--- config.mk ---
export PLATFORM = sky130hd
export DESIGN_NAME = mode_button_ctrl
export DESIGN_NICKNAME = d
export VERILOG_FILES = /design/src/rtl/mode_button_ctrl.sv
export SDC_FILE = /design/constraint.sdc
export NUM_CORES = 1
export LEC_CHECK = 0
export CAP_MARGIN = 15
export CORE_MARGIN = 1
export CORE_UTILIZATION = 52
export CTS_CLUSTER_DIAMETER = 150
export DETAILED_ROUTE_END_ITERATION = 16
export PLACE_DENSITY = 0.83
export REMOVE_ABC_BUFFERS = 1
export SLEW_MARGIN = 20
export SYNTH_ARGS = -nofsm -noshare
export SYNTH_HDL_FRONTEND = slang
export SYNTH_SLANG_ARGS = --single-unit
--- constraint.sdc ---
create_clock -name clk -period 1.6 [get_ports clk]
set_clock_uncertainty 0.1 [all_clocks]
set_input_delay 0.32 -clock clk [delete_from_list [all_inputs] [get_ports clk]]
set_output_delay 0.32 -clock clk [all_outputs]
set_load 0.03 [all_outputs]
--- src/rtl/mode_button_ctrl.sv ---
// mode_button_ctrl
//
// Front-end controller for the clock's shared push-buttons. It synchronises
// and debounces four raw buttons and turns each debounced press into a
// one-cycle pulse. The mode button steps the set_mode bus through
// RUN(00) -> SET_TIME(01) -> SET_ALARM(10) -> SET_DATE(11) -> RUN. The other
// three pulses are forwarded only while a set mode is active. An idle timer
// forces the clock back to RUN when nobody touches a button for a while.
//
// Optional build macro: AUTOREPEAT_EN
//   When defined, button1 and button2 auto-repeat while held in a set mode.
//   HOLD_CYCLES and REPEAT_CYCLES exist only in that build.
//
// Ports:
//   clk          system clock
//   rst_n        asynchronous active-low reset
//   btn_mode_raw raw mode button (asynchronous, active-high)
//   btn1_raw     raw button 1 (asynchronous, active-high)
//   btn2_raw     raw button 2 (asynchronous, active-high)
//   btn3_raw     raw button 3 (asynchronous, active-high)
//   set_mode     current mode: 00 RUN, 01 SET_TIME, 10 SET_ALARM, 11 SET_DATE
//   button1..3   routed one-cycle button pulses (0 in RUN)
//   mode_entry   one-cycle pulse on every set_mode change
//   timeout      one-cycle pulse when the idle timer forces RUN

module mode_button_ctrl #(
    parameter int DEBOUNCE_CYCLES = 16,
    parameter int TIMEOUT_CYCLES  = 1000
`ifdef AUTOREPEAT_EN
    ,
    parameter int HOLD_CYCLES     = 500,
    parameter int REPEAT_CYCLES   = 100
`endif
) (
    input  logic       clk,
    input  logic       rst_n,
    input  logic       btn_mode_raw,
    input  logic       btn1_raw,
    input  logic       btn2_raw,
    input  logic       btn3_raw,
    output logic [1:0] set_mode,
    output logic       button1,
    output logic       button2,
    output logic       button3,
    output logic       mode_entry,
    output logic       timeout
);

    localparam int DB_W = (DEBOUNCE_CYCLES > 2) ? $clog2(DEBOUNCE_CYCLES) : 1;
    localparam int TM_W = (TIMEOUT_CYCLES > 2) ? $clog2(TIMEOUT_CYCLES) : 1;

    localparam logic [1:0] MODE_RUN   = 2'b00;
    localparam logic [1:0] MODE_TIME  = 2'b01;
    localparam logic [1:0] MODE_ALARM = 2'b10;
    localparam logic [1:0] MODE_DATE  = 2'b11;

    // Bit 0 is the mode button, bits 1..3 are buttons 1..3.
    logic [3:0]            raw_vec;
    logic [3:0]            sync1_q, sync1_d;
    logic [3:0]            sync2_q, sync2_d;
    logic [3:0]            deb_q, deb_d;
    logic [3:0]            deb_dly_q, deb_dly_d;
    logic [3:0][DB_W-1:0]  db_cnt_q, db_cnt_d;
    logic [3:0]            pulse_q, pulse_d;
    logic [3:0]            repeat_pulse;

    logic [1:0]            set_mode_q, set_mode_d;
    logic [1:0]            mode_next;
    logic [2:0]            button_q, button_d;
    logic                  mode_entry_q, mode_entry_d;
    logic                  timeout_q, timeout_d;
    logic [TM_W-1:0]       idle_q, idle_d;

    assign raw_vec = {btn3_raw, btn2_raw, btn1_raw, btn_mode_raw};

    // Debounce: the counter only runs while the synchronised level disagrees
    // with the debounced level, so any sample that agrees restarts the count
    // and short glitches never get through.
    always_comb begin
        sync1_d   = raw_vec;
        sync2_d   = sync1_q;
        deb_dly_d = deb_q;
        deb_d     = deb_q;
        db_cnt_d  = '0;
        for (int i = 0; i < 4; i++) begin
            if (sync2_q[i] != deb_q[i]) begin
                if (db_cnt_q[i] == DB_W'(DEBOUNCE_CYCLES - 1)) begin
                    deb_d[i] = sync2_q[i];
                end else begin
                    db_cnt_d[i] = db_cnt_q[i] + DB_W'(1);
                end
            end
        end
        // Only the rising edge of the debounced level produces a pulse.
        pulse_d = (deb_q & ~deb_dly_q) | repeat_pulse;
    end

`ifdef AUTOREPEAT_EN
    localparam int HR_MAX = (HOLD_CYCLES > REPEAT_CYCLES) ? HOLD_CYCLES : REPEAT_CYCLES;
    localparam int HR_W   = (HR_MAX > 2) ? $clog2(HR_MAX) : 1;

    // Index 0 tracks button1, index 1 tracks button2.
    logic [1:0][HR_W-1:0] hold_cnt_q, hold_cnt_d;
    logic [1:0]           repeating_q, repeating_d;
    logic [1:0]           fire;

    // Hold/repeat timing runs off the debounced level: the first extra pulse
    // fires after HOLD_CYCLES of continuous hold, then one per REPEAT_CYCLES.
    always_comb begin
        hold_cnt_d  = hold_cnt_q;
        repeating_d = repeating_q;
        fire        = '0;
        for (int j = 0; j < 2; j++) begin
            if (!deb_q[j + 1]) begin
                hold_cnt_d[j]  = '0;
                repeating_d[j] = 1'b0;
            end else if (!repeating_q[j]) begin
                if (hold_cnt_q[j] == HR_W'(HOLD_CYCLES - 1)) begin
                    fire[j]        = 1'b1;
                    repeating_d[j] = 1'b1;
                    hold_cnt_d[j]  = '0;
                end else begin
                    hold_cnt_d[j] = hold_cnt_q[j] + HR_W'(1);
                end
            end else begin
                if (hold_cnt_q[j] == HR_W'(REPEAT_CYCLES - 1)) begin
                    fire[j]       = 1'b1;
                    hold_cnt_d[j] = '0;
                end else begin
                    hold_cnt_d[j] = hold_cnt_q[j] + HR_W'(1);
                end
            end
        end
    end

    // Repeats are only meaningful while a set mode is active.
    assign repeat_pulse = {1'b0, fire & {2{set_mode_q != MODE_RUN}}, 1'b0};

    always_ff @(posedge clk or negedge rst_n) begin
        if (!rst_n) begin
            hold_cnt_q  <= '0;
            repeating_q <= '0;
        end else begin
            hold_cnt_q  <= hold_cnt_d;
            repeating_q <= repeating_d;
        end
    end
`else
    assign repeat_pulse = '0;
`endif

    // Mode sequencing, button routing and the idle timer. A mode pulse takes
    // priority over both a same-cycle button pulse and a same-cycle timeout.
    always_comb begin
        case (set_mode_q)
            MODE_RUN:   mode_next = MODE_TIME;
            MODE_TIME:  mode_next = MODE_ALARM;
            MODE_ALARM: mode_next = MODE_DATE;
            MODE_DATE:  mode_next = MODE_RUN;
            default:    mode_next = MODE_RUN;
        endcase

        set_mode_d   = set_mode_q;
        mode_entry_d = 1'b0;
        timeout_d    = 1'b0;
        idle_d       = idle_q;

        if (pulse_q[0]) begin
            set_mode_d   = mode_next;
            mode_entry_d = 1'b1;
            idle_d       = '0;
        end else if (set_mode_q != MODE_RUN && idle_q == TM_W'(TIMEOUT_CYCLES - 1)) begin
            set_mode_d   = MODE_RUN;
            mode_entry_d = 1'b1;
            timeout_d    = 1'b1;
            idle_d       = '0;
        end else if (|pulse_q || set_mode_q == MODE_RUN) begin
            idle_d = '0;
        end else begin
            idle_d = idle_q + TM_W'(1);
        end

        if (set_mode_q != MODE_RUN && !pulse_q[0]) begin
            button_d = pulse_q[3:1];
        end else begin
            button_d = 3'b000;
        end
    end

    always_ff @(posedge clk or negedge rst_n) begin
        if (!rst_n) begin
            sync1_q      <= '0;
            sync2_q      <= '0;
            deb_q        <= '0;
            deb_dly_q    <= '0;
            db_cnt_q     <= '0;
            pulse_q      <= '0;
            set_mode_q   <= MODE_RUN;
            button_q     <= '0;
            mode_entry_q <= 1'b0;
            timeout_q    <= 1'b0;
            idle_q       <= '0;
        end else begin
            sync1_q      <= sync1_d;
            sync2_q      <= sync2_d;
            deb_q        <= deb_d;
            deb_dly_q    <= deb_dly_d;
            db_cnt_q     <= db_cnt_d;
            pulse_q      <= pulse_d;
            set_mode_q   <= set_mode_d;
            button_q     <= button_d;
            mode_entry_q <= mode_entry_d;
            timeout_q    <= timeout_d;
            idle_q       <= idle_d;
        end
    end

    assign set_mode   = set_mode_q;
    assign button1    = button_q[0];
    assign button2    = button_q[1];
    assign button3    = button_q[2];
    assign mode_entry = mode_entry_q;
    assign timeout    = timeout_q;

endmodule
Yosys cells after proc, flatten, opt, wreduce, memory -nomap -nowiden

Index checks and enable logic that the tools add are counted.

Register bits after elaboration: 53
Bits of input ports: 6
Output and inout port bits: 7
Logic and storage cells: 66

Add/sub/neg operators: 5
Equality and inequality tests: 12
Multiplexer cells: 18
Bitwise operators: 2
Reduce and logical (&&, ||, !) cells: 12

Operators by type and width:

| cell                                                                  | count |
|---|---|
| 4-bit 2-to-1 mux                                                      | 8 |
| 10-bit 2-to-1 mux                                                     | 3 |
| 4-bit by 1-bit adder with 4-bit output, second input constant         | 4 |
| 4-bit equality test, second input constant                            | 4 |
| 10-bit by 1-bit adder with 10-bit output, second input constant       | 1 |
| 10-bit equality test, second input constant                           | 1 |
| 2-bit case mux with 4 select lines                                    | 1 |
| 2-bit AND reduction                                                   | 4 |
| 4-bit AND                                                             | 1 |
| 2-bit equality test, second input constant                            | 2 |
| 2-bit 2-to-1 mux                                                      | 2 |
| 1-bit != test                                                         | 4 |
| 4-bit inverter                                                        | 1 |
| 2-bit nonzero test                                                    | 2 |
| 4-bit OR reduction                                                    | 1 |
| 1-bit 2-to-1 mux                                                      | 3 |
| 3-bit 2-to-1 mux                                                      | 1 |
| 2-bit by 1-bit equality test with 1-bit output, second input constant | 1 |
| 1-bit logical AND                                                     | 2 |
| 2-bit logical NOT                                                     | 1 |
| 1-bit logical NOT                                                     | 1 |
| 1-bit logical OR                                                      | 1 |

Logic depth before layout (Yosys ltp)

Gate-level depths: netlist of run 1.

Word-level depth: 5
Depth in mapped cells: 6

Worst setup path before layout of run 1

Ideal clock, no wire load.

Path kind: flip-flop to flip-flop
Start point: reg set_mode_q[0], in the netlist set_mode[0]
End point: reg idle_q[7]
Arrival: 1.611 ns
Required time: 1.377 ns
Slack: -0.234 ns
Stages on the path, launching flop included: 7
Buffers on the path: 0
Cell sequence: dfrtp_1 inv_1 ha_1 nor4b_2 and2_1 a21oi_1 o221a_1

Longest elaborated chain between the ends: 5
Elaborated cells between the ends (all ways): 7
Classes of those cells: mux: 3; reduce/logical: 4

RTL lines:

| what                   | line | RTL |
|---|---|---|
| start, declared        | 67   | `logic [1:0] set_mode_q, set_mode_d;` |
| start signal, assigned | 210  | `set_mode_q <= set_mode_d;` |
| 2-bit logical NOT      | 177  | `end else if (\|pulse_q \|\| set_mode_q == MODE_RUN) begin` |
| 1-bit logical OR       | 177  |  |
| 10-bit 2-to-1 mux      | 177  |  |
| 10-bit 2-to-1 mux *    | 172  | `end else if (set_mode_q != MODE_RUN && idle_q == TM_W'(TIMEOUT_CYCLES - 1)) begin` |
| 10-bit 2-to-1 mux *    | 168  | `if (pulse_q[0]) begin` |
| named net idle_d[7]    | 72   | `logic [TM_W-1:0] idle_q, idle_d;` |
| end signal, assigned   | 214  | `idle_q <= idle_d;` |
| end, declared          | 72   |  |

Mark *: on every way through the listed nets, which the timed path passes. The rest lies on a longest branch.
A chain may end at the register's enable or synchronous reset.

Worst setup path in the final report of run 1

Start point: reg set_mode_q[1], in the netlist set_mode[1]
End point: reg set_mode_q[0], in the netlist set_mode[0]

Longest elaborated chain between the ends: 3
Elaborated cells between the ends (all ways): 9
Classes of those cells: eq/ne: 3; mux: 2; reduce/logical: 4

RTL lines:

| what                                                                    | line     | RTL |
|---|---|---|
| 2-bit equality test, or another cell as far along                       | 155      | `case (set_mode_q)` |
| 2-bit case mux with 4 select lines or 1-bit logical AND (tied branches) | 155, 172 |  |
| 2-bit 2-to-1 mux or 2-bit nonzero test (tied branches)                  | n/a      |  |

Parallel ways exist; a longest one is shown, timed or not.

==> run summary, run 1 <==
# rows = 22
Final Hold Fails = 0
Drt first pass iters = 4
Cell Area, Synth = 2062 um2
Final layout net count = 210
Max Root-Sink Buffers = 2
Met1 wire length = 1458 um
HP Class = flip-flop to flip-flop
Crit share post-route = 100.3%
Worst skew pair latency = 300 ps
Post-Syn Instances = 166
Setup_tns = -4.653 ps
Avg WL per Cell = 14.19 um
Final ANT Viol Nets = 0
Number of global-route vias before repair = 1364
Largest net degree at the start of global routing = 36
Maximum VDD drop = 0.8405 mV
Layout cell share with drive strength beyond 1 = 20.71%
Synth area leader = dfrtp_1
Post-Route Utilization = 66.38%
Core area = 3744 um2
Global-route wire length before repair = 6037 um
DIE WIDTH = 64.97 um
Grt ovf = 0
Power Density = 910.7 nW/um2
Number of remaining DRC errors = 0
DR WL met3 = 131 um
Fillers = 282
Syn avg cell area = 12.42 um2
Tmin final = 1605 ps
Area Growth Syn to Fin = 20.51%
Drt total wl = 3491 um
Status = complete, but fails checks
R2R Setup Slk = -5 ps
Critical Path AT = 1690 ps
Area contributors post-synth = dfrtp_1, xnor2_1, ha_1, a21oi_1, nor2_1
Sequential area share after synthesis = 64.32%
DRT iter0 DRCs = 103
Failing checks = negative setup slack
Area of the die = 4221 um2
Yosys warnings = 0
Routability cong. = 0.7219
Setup ws final = -4.653 ps
Initial Util = 55.08%
CTS tree = yes
FMAX = 0.6232 GHz
CTS Buf Count = 5
Slew Viols, Final = 0
Design area = 2485 um2
Worst-Margin Slew = 448.8 ps
Synth top area share = 64.32%
Worst Path Max Fanout = 5
Distinct cells, synth = 28
RSZ-0062 raised after global routing = yes
Die Span Y = 64.97 um
Leakage = 1.144 nW
Top layer in use = met4
Sink Count = 53
Total of max-cap violations = 0
Antenna cells = 0
Pwr Total = 2.263 mW
Worst setup path class = flip-flop to flip-flop
Met2 WL = 1831 um
Initial antenna violation count = 0
Vias = 1293
FF+latch count, synth = 53
Post-DR vias/cell = 5.256
Total Routing Usage GR = 19.62%
I/O Buffers = 12
Root Driver = clkbuf_8
CP required = 1680 ps
Reg clk slew, reported paths = 90 ps
Placed Area = 2295 um2
CP startpoint kind = flip-flop
I/O Pins = 13
Crit path capture type = flip-flop
H-tree depth = 2
Slew HR = 70.08%
Setup Viol. Count Final = 1
Hpwl dp = 2486 um
==> cells in the mapped netlist <==
| master | number |
|---|---|
| dfrtp_1 | 53 |
| nor2_1 | 14 |
| a21oi_1 | 12 |
| xnor2_1 | 11 |
| nand2_1 | 8 |
| nor2b_1 | 8 |
| ha_1 | 7 |
| inv_1 | 7 |
| nand3_1 | 7 |
| o21ai_0 | 5 |
| and2_1 | 4 |
| mux2_2 | 4 |
| nand4b_1 | 4 |
| nor3b_1 | 4 |
| and2_2 | 2 |
| and3_1 | 2 |
| nor3_1 | 2 |
| xor2_1 | 2 |
| a21o_1 | 1 |
| a31oi_1 | 1 |
| and3_2 | 1 |
| and4_1 | 1 |
| nand2b_1 | 1 |
| nand4_1 | 1 |
| nor2_2 | 1 |
| nor4b_2 | 1 |
| o211ai_1 | 1 |
| o221a_1 | 1 |
==> cell families after synthesis <==
family,Yosys count,synth area share [%]
DFF,53,64.32
adders and majority gates,7,4.247
xor gates and xnor gates,13,5.522
AOI/OAI and AO/OA,21,5.704
muxes,4,2.184
buffers and inverters,7,1.275
and+or+nand+nor,61,16.75
==> what timing repair did <==
| action | CTS | global route |
|---|---|---|
| pin swaps | 3 | 12 |
| gates resized for setup | 17 | 13 |
| endpoints found under the setup margin | 19 | 13 |
| cloned | 0 | 0 |
| buffers inserted | 1 | 4 |
| endpoints found under the hold margin | 18 | 0 |
| hold buffers | 1 | 0 |
==> critical path, cell delays in order, from the launching register on <==
cell and delay (ps):
dfrtp_1 370, inv_1 80, ha_4 170, nor4b_4 290, buf_4 170, nand3_4 110, a21oi_2 150, a21oi_2 40
==> state kept, by name (all words and copies together) (netlist names) <==
register,flops
idle_q,10
timeout,1
mode_entry,1
pulse_q,4
deb_dly_d,4
db_cnt_q,16
sync1_q,4
set_mode,2
button_q,3
sync2_q,4
deb_dly_q,4
==> where the power goes <==
| part | leakage [nW] | internal (mW) | switching, mW | total [mW] |
|---|---|---|---|---|
| logic | 0.387 | 0.0559 | 0.0625 | 0.118 |
| registers | 0.712 | 1.37 | 0.0313 | 1.41 |
| clock network | 0.0445 | 0.311 | 0.428 | 0.739 |
==> worst paths after layout <==
kind,end,start,depth (start not counted)
min in group asynchronous,button_q[0]$_DFF_PN0_,rst_n,2
min,sync2_q[0]$_DFF_PN0_,sync1_q[0]$_DFF_PN0_,0
max in group asynchronous,db_cnt_q[15]$_DFF_PN0_,rst_n,3
min reg2reg,sync2_q[0]$_DFF_PN0_,sync1_q[0]$_DFF_PN0_,0
max,set_mode[0]$_DFFE_PN0P_,set_mode[1]$_DFFE_PN0P_,7
max reg2reg,set_mode[0]$_DFFE_PN0P_,set_mode[1]$_DFFE_PN0P_,7
==> stage by stage <==
step           setup slack, ps  cells  hold slack [ps]
2_1_floorplan           -234.0    166           -75.59
3_3_place_gp            -25.95    232            176.0
3_5_place_dp            -182.6    232            190.9
4_1_cts                  4.007    242            258.4
5_1_grt                 -104.6    246            273.3
6_report                -4.653    246            253.7
==> placed cells by master (no fill, tap or decap), types with 6 or more instances in the layout <==
cell and count:
nand2_1 6, nor2_1 13, a21oi_1 9, ha_1 6, xnor2_1 11, nor2b_1 8, inv_1 6, nand3_1 6
buf_4 10, dfrtp_1 53
==> layout make-up <==
class / instances / area (um2) / area share [%]
clock buffer: 5 / 68.82 / 2.769
clock inverter: 3 / 21.27 / 0.8560
inverter: 7 / 26.28 / 1.057
multi-input combinational: 106 / 765.7 / 30.82
sequential: 53 / 1326 / 53.37
tap: 48 / 60.06 / 2.417
timing repair buffer: 24 / 216.5 / 8.711
==> routing by layer <==
metal	GRT usage, %	vias up
met4	7.778	0
li1	-	626
met2	34.24	26
met1	22.13	634
met5	0	-
met3	6.162	7
No activity file was read; power rests on OpenSTA's default activity.
==> run 2, diff against run 1 <==
CORE_ASPECT_RATIO = 0.75   (was not set)
CTS_CLUSTER_DIAMETER = not set   (was 150)
==> run 2 against run 1 <==
The flow still finishes with violations (negative setup slack). Sequential share of layout area about the same. Combinational power hardly changed. Critical path depth is the same. Global-route usage is 0.14 points higher.
==> run summary, run 2 (synthesis results as in run 1) <==
Tmin final = 1651 ps (+46.48 ps)
Grt ovf = 0 (unchanged)
Power Density = 933.1 nW/um2 (+2.5%)
Total Routing Usage GR = 19.76% (+0.14 points)
Critical Path AT = 1750 ps (+60 ps)
CP required = 1700 ps (+20 ps)
Switching share of power = 22.82% (-0.24 points)
Max reg flops = 16 (unchanged)
Worst Path Max Fanout = 3 (-2)
Setup ws final = -51.13 ps (-46.48 ps)
Place WS = -111.1 ps (+71.53 ps)
Layout cell share with drive strength beyond 1 = 21.03% (+0.32 points)
Global-route wire length before repair = 6044 um (+0.12%)
Largest registers = db_cnt_q: 16 flops, idle_q: 10 flops
Setup Viol. Count Final = 6 (+5)
I/O Pins = 13 (unchanged)
Pwr Total = 2.317 mW (+2.4%)
Slew Viols, Final = 0 (unchanged)
Post-DR vias/cell = 5.279 (+0.44%)
Crit-path max cell delay = 390 ps (+20 ps)
Final Hold Fails = 0 (unchanged)
Max Root-Sink Buffers = 2 (unchanged)
Antenna cells = 0 (unchanged)
Pint = 1.789 mW (+2.7%)
Reg with most FFs = db_cnt_q
Combinational Power Share = 5.0% (-0.2 points)
Leakage = 1.136 nW (-0.69%)
Avg WL per Cell = 14.45 um (+1.8%)
Core area = 3732 um2 (-0.30%)
Worst skew pair latency = 300 ps (about the same)
Number of global-route vias before repair = 1363 (-0.073%)
Final layout net count = 207 (-1.4%)
Status = complete, but fails checks
Sink Count = 53 (unchanged)
Largest net degree at the start of global routing = 54 (+50%)
# rows = 19 (-14%)
HP Class = flip-flop to flip-flop
Worst path slowest cell = dfrtp_1
Crit share post-route = 103.2% (+2.9 points)
DRT iter0 DRCs = 134 (+30%)
RSZ-0062 raised after global routing = yes
CTS Buf Count = 5 (unchanged)
Reg clk slew, reported paths = 90 ps (about the same)
Vias = 1304 (+0.85%)
Maximum VDD drop = 0.6998 mV (-17%)
Cell Chain, Critical Path = inv_2, ha_4, nor4b_4, buf_4, nand2_1, a31oi_1, a21oi_1
Drt first pass iters = 4 (unchanged)
Slew HR = 73.78% (+3.7 points)
Most frequent cells in the layout = dfrtp_1, nor2_1, xnor2_1, a21oi_1, nor2b_1
Placed Area = 2300 um2 (+0.22%)
Crit path capture type = flip-flop
Initial antenna violation count = 0 (unchanged)
Fillers = 281 (-0.35%)
Worst setup path class = flip-flop to flip-flop
Routability cong. = 0.7583 (+5.0%)
DIE WIDTH = 74.71 um (+15%)
Die Span Y = 56.54 um (-13%)
CP startpoint kind = flip-flop
Sequential share of power = 60.7% (-1.4 points)
Area Growth Syn to Fin = 20.45% (about the same)
Hold WS = 257.9 ps (+4.160 ps)
I/O Buffers = 12 (unchanged)
CTS tree = yes
Clock network fraction of design power = 34.3% (+1.6 points)
H-tree depth = 2 (unchanged)
Root Driver = clkbuf_8
Final ANT Viol Nets = 0 (unchanged)
Initial Util = 55.25% (+0.17 points)
Commonest non-fill, non-tap cell in the layout = dfrtp_1
Total of max-cap violations = 0 (unchanged)
Failing checks = negative setup slack
Design area = 2484 um2 (about the same)
Drt total wl = 3569 um (+2.2%)
Hpwl dp = 2482 um (-0.13%)
FMAX = 0.6056 GHz (-2.8%)
Area of the die = 4224 um2 (about the same)
Number of remaining DRC errors = 0 (unchanged)
NetSw = 0.5288 mW (+1.3%)
Worst-Margin Slew = 390.5 ps (-58.27 ps)
==> run 2: critical path: cells and delay by family (launching register included) <==
| kind | cells | cell delay (ps) |
|---|---|---|
| compound gates | 2 | 270 |
| flops | 1 | 390 |
| buf+inv | 2 | 220 |
| fa+ha+maj | 1 | 170 |
| simple gates | 2 | 390 |
==> run 2: what timing repair did <==
item | CTS | global route
setup buffers | 1 | 1
setup endpoints to repair | 18 | 13
pin swaps | 2 | 13
resized for setup | 15 | 14
hold buffers | 1 | 0
endpoints found under the hold margin | 53 | 0
==> run 2: through the flow <==
stage               setup TNS [ps]  util, %  std cells
CTS                              0    65.27        246
detailed placement          -780.3    61.62        236
global placement            -17.87    61.62        236
global route                -882.1    66.54        247
floorplan                    -1844        -        166
finish                      -173.3    66.54        247
==> run 2: layout make-up <==
type                    count  area, um2  area share (%)
flip-flops and latches     53       1326           53.40
multi-input cells         106      774.5           31.18
repair buffers             21      191.4           7.708
clock buffers               6      82.58           3.325
well taps                  52      65.06           2.620
inverters                   7      26.28           1.058
clock inverters             2      17.52          0.7053
==> run 2: worst paths after layout <==
kind | slack (ps) | cells past startpoint | start | end
max | -50 | 7 | set_mode[1]$_DFFE_PN0P_ | idle_q[8]$_DFF_PN0_
min | 260 | 0 | sync1_q[0]$_DFF_PN0_ | sync2_q[0]$_DFF_PN0_
max reg2reg | -50 | 7 | set_mode[1]$_DFFE_PN0P_ | idle_q[8]$_DFF_PN0_
min reg2reg | 260 | 0 | sync1_q[0]$_DFF_PN0_ | sync2_q[0]$_DFF_PN0_
max in group asynchronous | 740 | 3 | rst_n | idle_q[4]$_DFF_PN0_
min in group asynchronous | 420 | 3 | rst_n | timeout$_DFF_PN0_
==> run 2: power by group through the flow <==
stage,combinational [mW],sequential (mW),clock [mW]
finish,0.115,1.41,0.796
global route,0.134,1.41,0.877
CTS,0.118,1.41,0.825
detailed placement,0.114,1.43,0
global placement,0.104,1.43,0
floorplan,0.0537,1.43,0
==> run 2: routing by layer <==
metal / wire length [um] / GRT usage [%] / vias up / share of wire (%)
met5: 0 / 0 / - / 0
met4: 87 / 8.625 / 0 / 2.4
met3: 112 / 5.386 / 9 / 3.1
met2: 1927 / 33.20 / 24 / 54
met1: 1442 / 23.57 / 650 / 40
li1: - / - / 621 / -
==> run 3, diff against run 2 <==
CTS_CLUSTER_DIAMETER = 80   (was not set)
SLEW_MARGIN = not set   (was 20)
==> results of run 3 <==
Final layout, timing and power as in run 2 (identical DEF).
